[config.mk]
export PLATFORM = sky130hd
export DESIGN_NAME = falafel_lsu
export DESIGN_NICKNAME = d
export VERILOG_FILES = /design/src/rtl/falafel_lsu.sv
export SDC_FILE = /design/constraint.sdc
export NUM_CORES = 1
export LEC_CHECK = 0
export CORE_AREA = 2 2 229 231
export CTS_CLUSTER_DIAMETER = 200
export DETAILED_ROUTE_END_ITERATION = 8
export DIE_AREA = 0 0 231 233
export GPL_ROUTABILITY_DRIVEN = 0
export HOLD_SLACK_MARGIN = 0.05
export PLACE_DENSITY = 0.74
export SYNTH_ARGS = -nofsm -noshare
export SYNTH_HDL_FRONTEND = slang
export SYNTH_SLANG_ARGS = --single-unit
[constraint.sdc]
create_clock -name clk_i -period 2.95 [get_ports clk_i]
set_input_delay 0.59 -clock clk_i [delete_from_list [all_inputs] [get_ports clk_i]]
set_output_delay 0.59 -clock clk_i [all_outputs]
set_load 0.01 [all_outputs]
[src/rtl/falafel_lsu.sv]
// Falafel allocator load/store unit: turns header_req_t operations into single-beat
// 64-bit memory transactions on a req/gnt/rvalid port, one operation at a time.
package falafel_pkg;
  localparam logic [63:0] EMPTY_KEY              = '0;
  localparam logic [63:0] BLOCK_NEXT_ADDR_OFFSET = 64'd8;

  typedef enum logic [2:0] {
    LSU_NOP                     = 3'd0,
    LSU_LOCK                    = 3'd1,
    LSU_UNLOCK                  = 3'd2,
    LSU_LOAD                    = 3'd3,
    LSU_EDIT_SIZE_AND_NEXT_ADDR = 3'd4,
    LSU_EDIT_NEXT_ADDR          = 3'd5
  } lsu_op_t;

  typedef struct packed {
    logic [63:0] addr;
    logic [63:0] size;
    logic [63:0] next_addr;
  } header_t;

  typedef struct packed {
    header_t header;
    logic    val;
    lsu_op_t lsu_op;
  } header_req_t;

  typedef struct packed {
    header_t header;
    logic    val;
  } header_rsp_t;
endpackage

module falafel_lsu
  import falafel_pkg::*;
#(
  parameter logic [63:0] LOCK_ADDR    = 64'h1000,
  parameter int unsigned LOCK_BACKOFF = 4
) (
  input  logic        clk_i,
  input  logic        rst_ni,
  input  header_req_t req_i,
  output logic        req_ready_o,
  output header_rsp_t rsp_o,
  output logic        mem_req_o,
  input  logic        mem_gnt_i,
  output logic        mem_we_o,
  output logic [63:0] mem_addr_o,
  output logic [63:0] mem_wdata_o,
  input  logic        mem_rvalid_i,
  input  logic [63:0] mem_rdata_i
);

  typedef enum logic [3:0] {
    S_IDLE, S_LK_RD, S_LK_RWAIT, S_LK_BO, S_LK_WR,
    S_RD_SZ, S_RD_SZ_W, S_RD_NX, S_RD_NX_W, S_WR_SZ, S_WR_NX, S_RSP
  } state_t;

  localparam logic [31:0] BO_LAST = (LOCK_BACKOFF == 0) ? 32'd0 : 32'(LOCK_BACKOFF - 1);

  state_t      r_state, w_next;
  header_t     r_hdr, r_rsp_hdr;
  lsu_op_t     r_op;
  logic [31:0] r_bo_cnt;
  logic        w_accept, w_bo_done;
  logic [63:0] w_addr_nx;

  assign w_accept  = (r_state == S_IDLE) && req_i.val;
  assign w_bo_done = (r_bo_cnt == BO_LAST);
  assign w_addr_nx = r_hdr.addr + BLOCK_NEXT_ADDR_OFFSET;

  always_comb begin
    w_next      = r_state;
    req_ready_o = 1'b0;
    mem_req_o   = 1'b0;
    mem_we_o    = 1'b0;
    mem_addr_o  = '0;
    mem_wdata_o = '0;
    unique case (r_state)
      S_IDLE: begin
        req_ready_o = 1'b1;
        if (req_i.val) begin
          case (req_i.lsu_op)
            LSU_LOCK:                    w_next = S_LK_RD;
            LSU_UNLOCK:                  w_next = S_LK_WR;
            LSU_LOAD:                    w_next = (req_i.header.addr == EMPTY_KEY) ? S_RSP : S_RD_SZ;
            LSU_EDIT_SIZE_AND_NEXT_ADDR: w_next = S_WR_SZ;
            LSU_EDIT_NEXT_ADDR:          w_next = S_WR_NX;
            default:                     w_next = S_RSP;
          endcase
        end
      end
      S_LK_RD: begin
        mem_req_o  = 1'b1;
        mem_addr_o = LOCK_ADDR;
        if (mem_gnt_i) w_next = S_LK_RWAIT;
      end
      S_LK_RWAIT: begin
        if (mem_rvalid_i) begin
          if (mem_rdata_i == '0)      w_next = S_LK_WR;
          else if (LOCK_BACKOFF == 0) w_next = S_LK_RD;
          else                        w_next = S_LK_BO;
        end
      end
      S_LK_BO: begin
        if (w_bo_done) w_next = S_LK_RD;
      end
      S_LK_WR: begin
        // Shared by LOCK (take: write 1) and UNLOCK (release: write 0).
        mem_req_o   = 1'b1;
        mem_we_o    = 1'b1;
        mem_addr_o  = LOCK_ADDR;
        mem_wdata_o = (r_op == LSU_LOCK) ? 64'd1 : 64'd0;
        if (mem_gnt_i) w_next = S_RSP;
      end
      S_RD_SZ: begin
        mem_req_o  = 1'b1;
        mem_addr_o = r_hdr.addr;
        if (mem_gnt_i) w_next = S_RD_SZ_W;
      end
      S_RD_SZ_W: begin
        if (mem_rvalid_i) w_next = S_RD_NX;
      end
      S_RD_NX: begin
        mem_req_o  = 1'b1;
        mem_addr_o = w_addr_nx;
        if (mem_gnt_i) w_next = S_RD_NX_W;
      end
      S_RD_NX_W: begin
        if (mem_rvalid_i) w_next = S_RSP;
      end
      S_WR_SZ: begin
        mem_req_o   = 1'b1;
        mem_we_o    = 1'b1;
        mem_addr_o  = r_hdr.addr;
        mem_wdata_o = r_hdr.size;
        if (mem_gnt_i) w_next = S_WR_NX;
      end
      S_WR_NX: begin
        mem_req_o   = 1'b1;
        mem_we_o    = 1'b1;
        mem_addr_o  = w_addr_nx;
        mem_wdata_o = r_hdr.next_addr;
        if (mem_gnt_i) w_next = S_RSP;
      end
      S_RSP:   w_next = S_IDLE;
      default: w_next = S_IDLE;
    endcase
  end

  // The live header is shown during the pulse; afterwards the latched copy holds it.
  always_comb begin
    rsp_o        = '0;
    rsp_o.val    = (r_state == S_RSP);
    rsp_o.header = (r_state == S_RSP) ? r_hdr : r_rsp_hdr;
  end

  always_ff @(posedge clk_i or negedge rst_ni) begin
    if (!rst_ni) begin
      r_state   <= S_IDLE;
      r_hdr     <= '0;
      r_rsp_hdr <= '0;
      r_op      <= LSU_NOP;
      r_bo_cnt  <= '0;
    end else begin
      r_state <= w_next;
      if (w_accept) begin
        r_hdr <= req_i.header;
        r_op  <= req_i.lsu_op;
        if (req_i.lsu_op == LSU_LOAD && req_i.header.addr == EMPTY_KEY) begin
          r_hdr.size      <= '0;
          r_hdr.next_addr <= '0;
        end
      end
      if (r_state == S_RD_SZ_W && mem_rvalid_i) r_hdr.size      <= mem_rdata_i;
      if (r_state == S_RD_NX_W && mem_rvalid_i) r_hdr.next_addr <= mem_rdata_i;
      if (r_state == S_RSP) r_rsp_hdr <= r_hdr;
      if (r_state == S_LK_BO) r_bo_cnt <= w_bo_done ? '0 : r_bo_cnt + 32'd1;
    end
  end

endmodule

==> reports/qor.yml, run 1 <==
global_routing:
  antenna_found_initial: 12
  grt_pass1_vias: 22600
  grt_first_pass_wirelength_mm: 138
  grt_max_degree: 89
  grt_usage_pct: 33.4
  gr-total-overflow: 0
clock_network:
  worstSkewPairLatency_ns: 0.63
  cts_sinks: 423
  clkTransAtPathRegs_ns: 0.06
  cts.path.max_buffers: 3
  cts-htree-levels: 2
  cts_tree: "yes"
  cts-buffers-inserted: 48
  clockRootBuffer: "clkbuf_16"
placed_design:
  place_area_sq_mm: 0.0289
  dp_hpwl_mm: 63.3
  port_buffers: 587
  dp_slack_ns: -0.295
  dp_cells: 3722
timing:
  fin_skew_ns: 0.0706
  worstMarginPinSlew_ns: 0.780
  rsz0062_at_grt: "yes"
  drv_slew: 0
  setup_viol: 222
  fmaxAchievable_mhz: 289
  post-route-period-util_pct: 117
  finalHoldViolCount: 0
  fin_ws_ns: -0.516
  relSlewSlack_pct: 47.5
  fin_crit_ns: 3.47
die:
  io_pins: 588
  dieArea_sq_mm: 0.0538
  initial_core_util_pct: 40.0
  die_y_microns: 233
  die_x_microns: 231
  core_area_sq_mm: 0.0511
  fp-row-count: 83
logic_synthesis:
  syn_area_sq_mm: 0.0204
  ys_top_cells_by_area: "dfrtp_1 52%, nand2_1 15%, a31oi_1 4.5%"
  synth-seq-area-share_pct: 51.8
  yosysUniqueCellTypes: 64
  synth-edff-count: 0
  post_synth.cell_area_avg_sq_um: 8.58
  ys_top_cells_by_count: "806 x nand2_1, 423 x dfrtp_1, 172 x nand3_1, 150 x nor2_1, 148 x a31oi_1"
  synth-async-reset-ratio_pct: 100
  ys.flop_type: "dfrtp_1"
  yosysMostFrequentCell: "nand2_1"
  syn_inst: 2382
  synth_seq_cells: 423
  syn_nets: 2649
  yosys.area.top_type: "dfrtp_1"
  synth_warnings: 0
  synthDominantCellAreaShare_pct: 51.8
setup_path:
  end_kind: "output port"
  ff2ff_setup_slack_ns: 0.42
  slowest_delay_ns: 0.38
  cp.arrival_ns: 2.88
  r2r_start: "r_state[3]$_DFFE_PN0P_"
  startpoint_type: "flop"
  path_cells: "and4_4 > buf_6 > nand2_8 > buf_4 > nor3_2 > buf_4 > buf_6 > buf_4 > nand4_1 > a21oi_2 > o21ai_1 > buf_4"
  crit_required_ns: 2.36
  reg2regPathDepth: 10
  criticalPathCategory: "reg -> out"
  cp_common_cell: "buf_4"
  path_delay_family: "buffers and inverters"
  critical_path_buf_inv_count: 6
  slowest_stage: "dfrtp_1"
  r2r_end: "r_bo_cnt[31]$_DFFE_PN0P_"
  cp_num_cells: 12
  crit_fanout: 4
run_status:
  violations: "negative setup slack"
  status: "complete, but fails checks"
power:
  power_leakage_nw: 16.3
  peakVddDrop_mv: 0.642
  p_per_area_mw_per_mm2: 940
  p_total_mw: 32.1
layout:
  layout.nets: 3521
  final_cells: 3976
  stdcell_area_sq_mm: 0.0341
  drive_gt1_share_pct: 35.4
  area_growth_pct: 66.9
  fillers: 3655
worst_hold_path:
  min_delay_path_depth: 2
  whs_endpoint: "r_rsp_hdr[114]$_DFF_PN0_"
  hold_class: "reg -> reg"
  hp-start: "r_rsp_hdr[114]$_DFF_PN0_"
drt:
  vias: 24400
  drtPass1Iterations: 9
  vias_per_cell: 6.13
  wl_per_cell_microns: 26.1
  drcViolationCount: 0
  drtAntennaViolNets: 0
  drt_iter0_markers: 3244
  finalWirelength_mm: 104
run:
  cap_violations: 0
-- power by group --
part / switching [mW] / internal (mW)
registers: 1.89 / 8.32
clock network: 2.61 / 3.26
logic: 8.67 / 7.35
total: 13.2 / 18.9
-- logic make-up (layout without fill, tap and decap cells) --
group | count (synthesis) | in the layout | share of synthesized area (%)
muxes | 58 | 58 | 3.16
adders and majority gates | 3 | 3 | 0.184
AOI/OAI and AO/OA | 374 | 374 | 12.1
xor gates and xnor gates | 31 | 31 | 1.33
DFF | 423 | 423 | 51.8
buffers and inverters | 189 | 1096 | 3.62
and+or+nand+nor | 1304 | 1304 | 27.8
other | 0 | 7 | 0
-- through the flow --
| stage | utilization [%] | setup TNS [ns] | hold WS (ns) |
|---|---|---|---|
| 2_1_floorplan | - | 0 | 0.294 |
| 3_3_place_gp | 56.5 | -16.42 | 0.453 |
| 3_5_place_dp | 56.5 | -23.54 | 0.457 |
| 4_1_cts | 61.9 | -9.94 | 0.471 |
| 5_1_grt | 66.8 | -33.12 | 0.486 |
| 6_report | 66.8 | -22.17 | 0.469 |
-- sequential cells by signal, summed over array words and instances (netlist names) --
register	flops
r_hdr	192
r_rsp_hdr	192
r_bo_cnt	32
r_state	4
r_op	3
-- per-layer routing --
layer / part of all wire, % / track usage [%] / up-vias
met5: 0.18 / 0 / -
met4: 8.3 / 20.3 / 14
met3: 12 / 9.71 / 613
met2: 45 / 53.0 / 2040
met1: 34 / 40.2 / 11700
li1: - / - / 10000
-- worst register-to-register path: stages (launching register included) --
cell	delay [ns]
dfrtp_1	0.43
buf_6	0.14
buf_4	0.13
buf_8	0.14
and4bb_2	0.33
nand4_1	0.23
nor3_2	0.18
buf_4	0.18
and3b_1	0.35
nand4_1	0.16
xnor2_1	0.15
-- area by class of cell --
cell class,count,area (sq um),area share (%)
timing repair buffer,997,10000,29.4
clock inverter,16,118,0.345
multi-input combinational,1770,11100,32.4
antenna,7,17.5,0.0513
inverter,14,78.8,0.231
clock buffer,69,1380,4.04
tap,680,851,2.49
sequential,423,10600,31.0
-- how the worst max path moves through the flow --
stage,from,endpoint,slack [ns]
2_1_floorplan,r_hdr[131]$_DFFE_PN0P_,mem_addr_o[59],0.34
3_3_place_gp,r_hdr[133]$_DFFE_PN0P_,mem_addr_o[46],-0.29
6_report,r_hdr[135]$_DFFE_PN0P_,mem_addr_o[51],-0.52
5_1_grt,r_hdr[136]$_DFFE_PN0P_,mem_addr_o[51],-0.53
3_5_place_dp,r_hdr[142]$_DFFE_PN0P_,mem_addr_o[46],-0.30
4_1_cts,r_hdr[133]$_DFFE_PN0P_,mem_addr_o[59],-0.32
-- layout by cell type, fill, tap and decap left out, drive strengths merged, types with 3 or more instances in the layout --
cell / Yosys / routed
a22o: 64 / 64
nor3: 11 / 11
clkinv: 0 / 14
and4: 12 / 12
o41ai: 5 / 5
and2: 11 / 11
inv: 14 / 15
nand3: 175 / 175
nand4: 34 / 34
ha: 3 / 3
a41oi: 5 / 5
nor4: 45 / 45
clkbuf: 138 / 139
nand2b: 8 / 8
a21oi: 24 / 24
a31oi: 148 / 148
mux2i: 5 / 5
clkdlybuf4s50: 0 / 262
diode: 0 / 7
and3: 22 / 22
or4: 9 / 9
a22oi: 4 / 4
nand2: 809 / 809
o31ai: 13 / 13
xor2: 4 / 4
nor2: 150 / 150
buf: 37 / 657
mux2: 53 / 53
xnor2: 27 / 27
dlygate4sd2: 0 / 7
o21ai: 81 / 81
dfrtp: 423 / 423
nor2b: 7 / 7
o211ai: 8 / 8
nor4b: 4 / 4
o311ai: 7 / 7
-- repair_timing --
| action | 4_1_cts | 5_1_grt |
|---|---|---|
| pin swaps | 61 | 126 |
| gates resized for setup | 1417 | 640 |
| gates cloned | 17 | 25 |
| endpoints found under the hold margin | 56 | 0 |
| setup buffers | 79 | 62 |
| hold buffers | 1 | 0 |
| endpoints found under the setup margin | 324 | 281 |
No activity file was read; power rests on OpenSTA's default activity.
==> run 2: changes to the inputs <==
Settings changed: CTS_CLUSTER_SIZE from default to 10.
==> run 2 against run 1 <==
Against the previous run: the run still ends with negative setup slack left; combinational power about the same; count of clock-buffer cells in the layout fell by 21; register-to-register slack lost 0.36 ns; utilization increased by 0.34 points; via count hardly changed; sequential cell count stayed put; global-route usage up 0.64 points; sequential power about the same; fmax fell by 6.0%; clock power shrank 9.6%; critical path depth down 4; critical endpoint is now mem_addr_o[44]; largest cell class unchanged; highest routed layer unchanged.
==> reports/qor.yml, run 2 (synthesis results as in run 1) <==
run_status:
  status: "complete, but fails checks"
  violations: "negative setup slack"
worst_hold_path:
  hold_class: "reg -> reg"
  hp-start: "r_rsp_hdr[48]$_DFF_PN0_"
  min_delay_path_depth: 2  # unchanged
  whs_endpoint: "r_rsp_hdr[48]$_DFF_PN0_"
power:
  p_total_mw: 31.7  # -1.1%
  p_per_area_mw_per_mm2: 925  # -1.6%
  power_leakage_nw: 16.7  # +2.4%
  peakVddDrop_mv: 0.641  # -0.25%
clock_network:
  cts_tree: "yes"
  worstSkewPairLatency_ns: 0.60  # -0.03 ns
  clkTransAtPathRegs_ns: 0.05  # about the same
  clockRootBuffer: "clkbuf_16"
  cts.path.max_buffers: 3  # unchanged
  cts-htree-levels: 2  # unchanged
  cts-buffers-inserted: 48  # unchanged
  cts_sinks: 423  # unchanged
die:
  initial_core_util_pct: 40.0  # unchanged
  core_area_sq_mm: 0.0511  # unchanged
  die_x_microns: 231  # unchanged
  die_y_microns: 233  # unchanged
  dieArea_sq_mm: 0.0538  # unchanged
  fp-row-count: 83  # unchanged
  io_pins: 588  # unchanged
drt:
  finalWirelength_mm: 103  # -0.68%
  wl_per_cell_microns: 25.9  # -0.66%
  drtAntennaViolNets: 0  # unchanged
  drt_iter0_markers: 2825  # -13%
  drtPass1Iterations: 8  # -1
  drcViolationCount: 0  # unchanged
  vias_per_cell: 6.13  # about the same
  vias: 24400  # +0.029%
timing:
  rsz0062_at_grt: "yes"
  post-route-period-util_pct: 125  # +7.5 points
  relSlewSlack_pct: 48.6  # +1.1 points
  fmaxAchievable_mhz: 271  # -6.0%
  finalHoldViolCount: 0  # unchanged
  fin_ws_ns: -0.738  # -0.222 ns
  worstMarginPinSlew_ns: 0.764  # -0.0162 ns
  setup_viol: 227  # +2.3%
  fin_skew_ns: 0.0381  # -0.0325 ns
  holdWs_ns: 0.471  # +0.00252 ns
  drv_slew: 0  # unchanged
  fin_crit_ns: 3.69  # +0.222 ns
layout:
  fillers: 3624  # -0.85%
  stdcell_area_sq_mm: 0.0343  # +0.51%
  layout.nets: 3550  # +0.82%
  reg.largest.list: "r_hdr (192), r_rsp_hdr (192), r_bo_cnt (32)"
  final_cell_mix: "613 x nand2_1, 421 x dfrtp_1, 289 x buf_4"
  final_common_cell: "nand2_1"
  drive_gt1_share_pct: 36.3  # +0.85 points
  area_growth_pct: 67.8
setup_path:
  r2r_start: "r_state[2]$_DFFE_PN0P_"
  ff2ff_setup_slack_ns: 0.06  # -0.36 ns
  cp.arrival_ns: 3.10  # +0.22 ns
  crit_required_ns: 2.36  # about the same
  slowest_delay_ns: 0.66  # +0.28 ns
  startpoint_type: "flop"
  crit_start: "r_hdr[136]$_DFFE_PN0P_"
  slowest_stage: "nor4_4"
  path_cells: "and4_4 > nand3_4 > nor4_4 > and3_4 > nand2_2 > o41ai_4 > buf_4 > buf_6"
  crit_fanout: 4  # unchanged
  critical_path_buf_inv_count: 2  # -4
  path_delay_family: "simple AND/OR/NAND/NOR gates"
  r2r_end: "r_rsp_hdr[19]$_DFF_PN0_"
  reg2regPathDepth: 19  # +9
  end_kind: "output port"
  criticalPathCategory: "reg -> out"
global_routing:
  grt_usage_pct: 34.0  # +0.64 points
  gr-total-overflow: 0  # unchanged
  grt_first_pass_wirelength_mm: 140  # +1.6%
  grt_pass1_vias: 22800  # +0.61%
  grt_max_degree: 89  # unchanged
  antenna_found_initial: 16  # +4
placed_design:
  place_area_sq_mm: 0.0289  # unchanged
  dp_hpwl_mm: 63.3  # unchanged
  dp_slack_ns: -0.295  # unchanged
  port_buffers: 587  # unchanged
run:
  cap_violations: 0  # unchanged
[run 2: cell count changes in the layout (fill, tap and decap cells not counted), sizes merged]
cell and delta:
buf +59, bufbuf +1, clkbuf -65, clkdlybuf4s15 +10, clkinv -12, clkinvlp -1, diode +4, dlygate4sd2 +2
dlymetal6s2s +1
[run 2: worst max path at each step]
| stage | end | slack, ns | cells after the start |
|---|---|---|---|
| finish | mem_addr_o[44] | -0.74 | 8 |
| global route | mem_addr_o[44] | -0.80 | 8 |
| CTS | mem_addr_o[56] | -0.28 | 9 |
| detailed placement | mem_addr_o[46] | -0.30 | 8 |
| global placement | mem_addr_o[46] | -0.29 | 8 |
| floorplan | mem_addr_o[59] | 0.34 | 6 |
[run 2: cell type report]
type,count,area [sq um],area share (%)
diodes,11,27.5,0.0803
clock buffers,48,1200,3.50
clock inverters,3,33.8,0.0985
inverters,14,78.8,0.230
multi-input cells,1770,11300,32.8
flip-flops and latches,423,10600,30.9
well taps,680,851,2.48
repair buffers,1026,10300,29.9
[run 2: routing by layer]
layer / global-route usage, % / vias up / wire, microns
met3: 10.7 / 640 / 12800
met2: 53.4 / 1992 / 46500
met1: 40.8 / 11700 / 35000
met5: 0 / - / 108
met4: 21.2 / 18 / 8620
li1: - / 10000 / -
[run 2: repair_timing]
action                                 4_1_cts  5_1_grt
hold buffers                                 1        0
setup endpoints to repair                  324      296
gates resized for setup                   1471      647
setup buffers                               98       80
endpoints found under the hold margin       56        0
gates cloned                                25       12
pin swaps                                   65      150
[run 2: worst min-delay path, stage by stage, from the launching register on]
cell and delay [ns]:
dfrtp_1 0.32, nand2_1 0.05, nand2_1 0.07
[run 2: metrics by stage]
step           setup TNS (ns)  instances  util [%]
2_1_floorplan               0       2382         -
3_3_place_gp           -16.42       3722      56.5
3_5_place_dp           -23.54       3722      56.5
4_1_cts                -15.20       3887      62.0
5_1_grt                -39.70       3970      67.1
6_report               -24.80       3975      67.1
[run 2: power breakdown]
part / leakage, nW / switching, mW / internal [mW]
Combinational: 10.7 / 8.65 / 7.46
Clock: 0.608 / 2.43 / 2.86
Sequential: 5.39 / 2.02 / 8.31
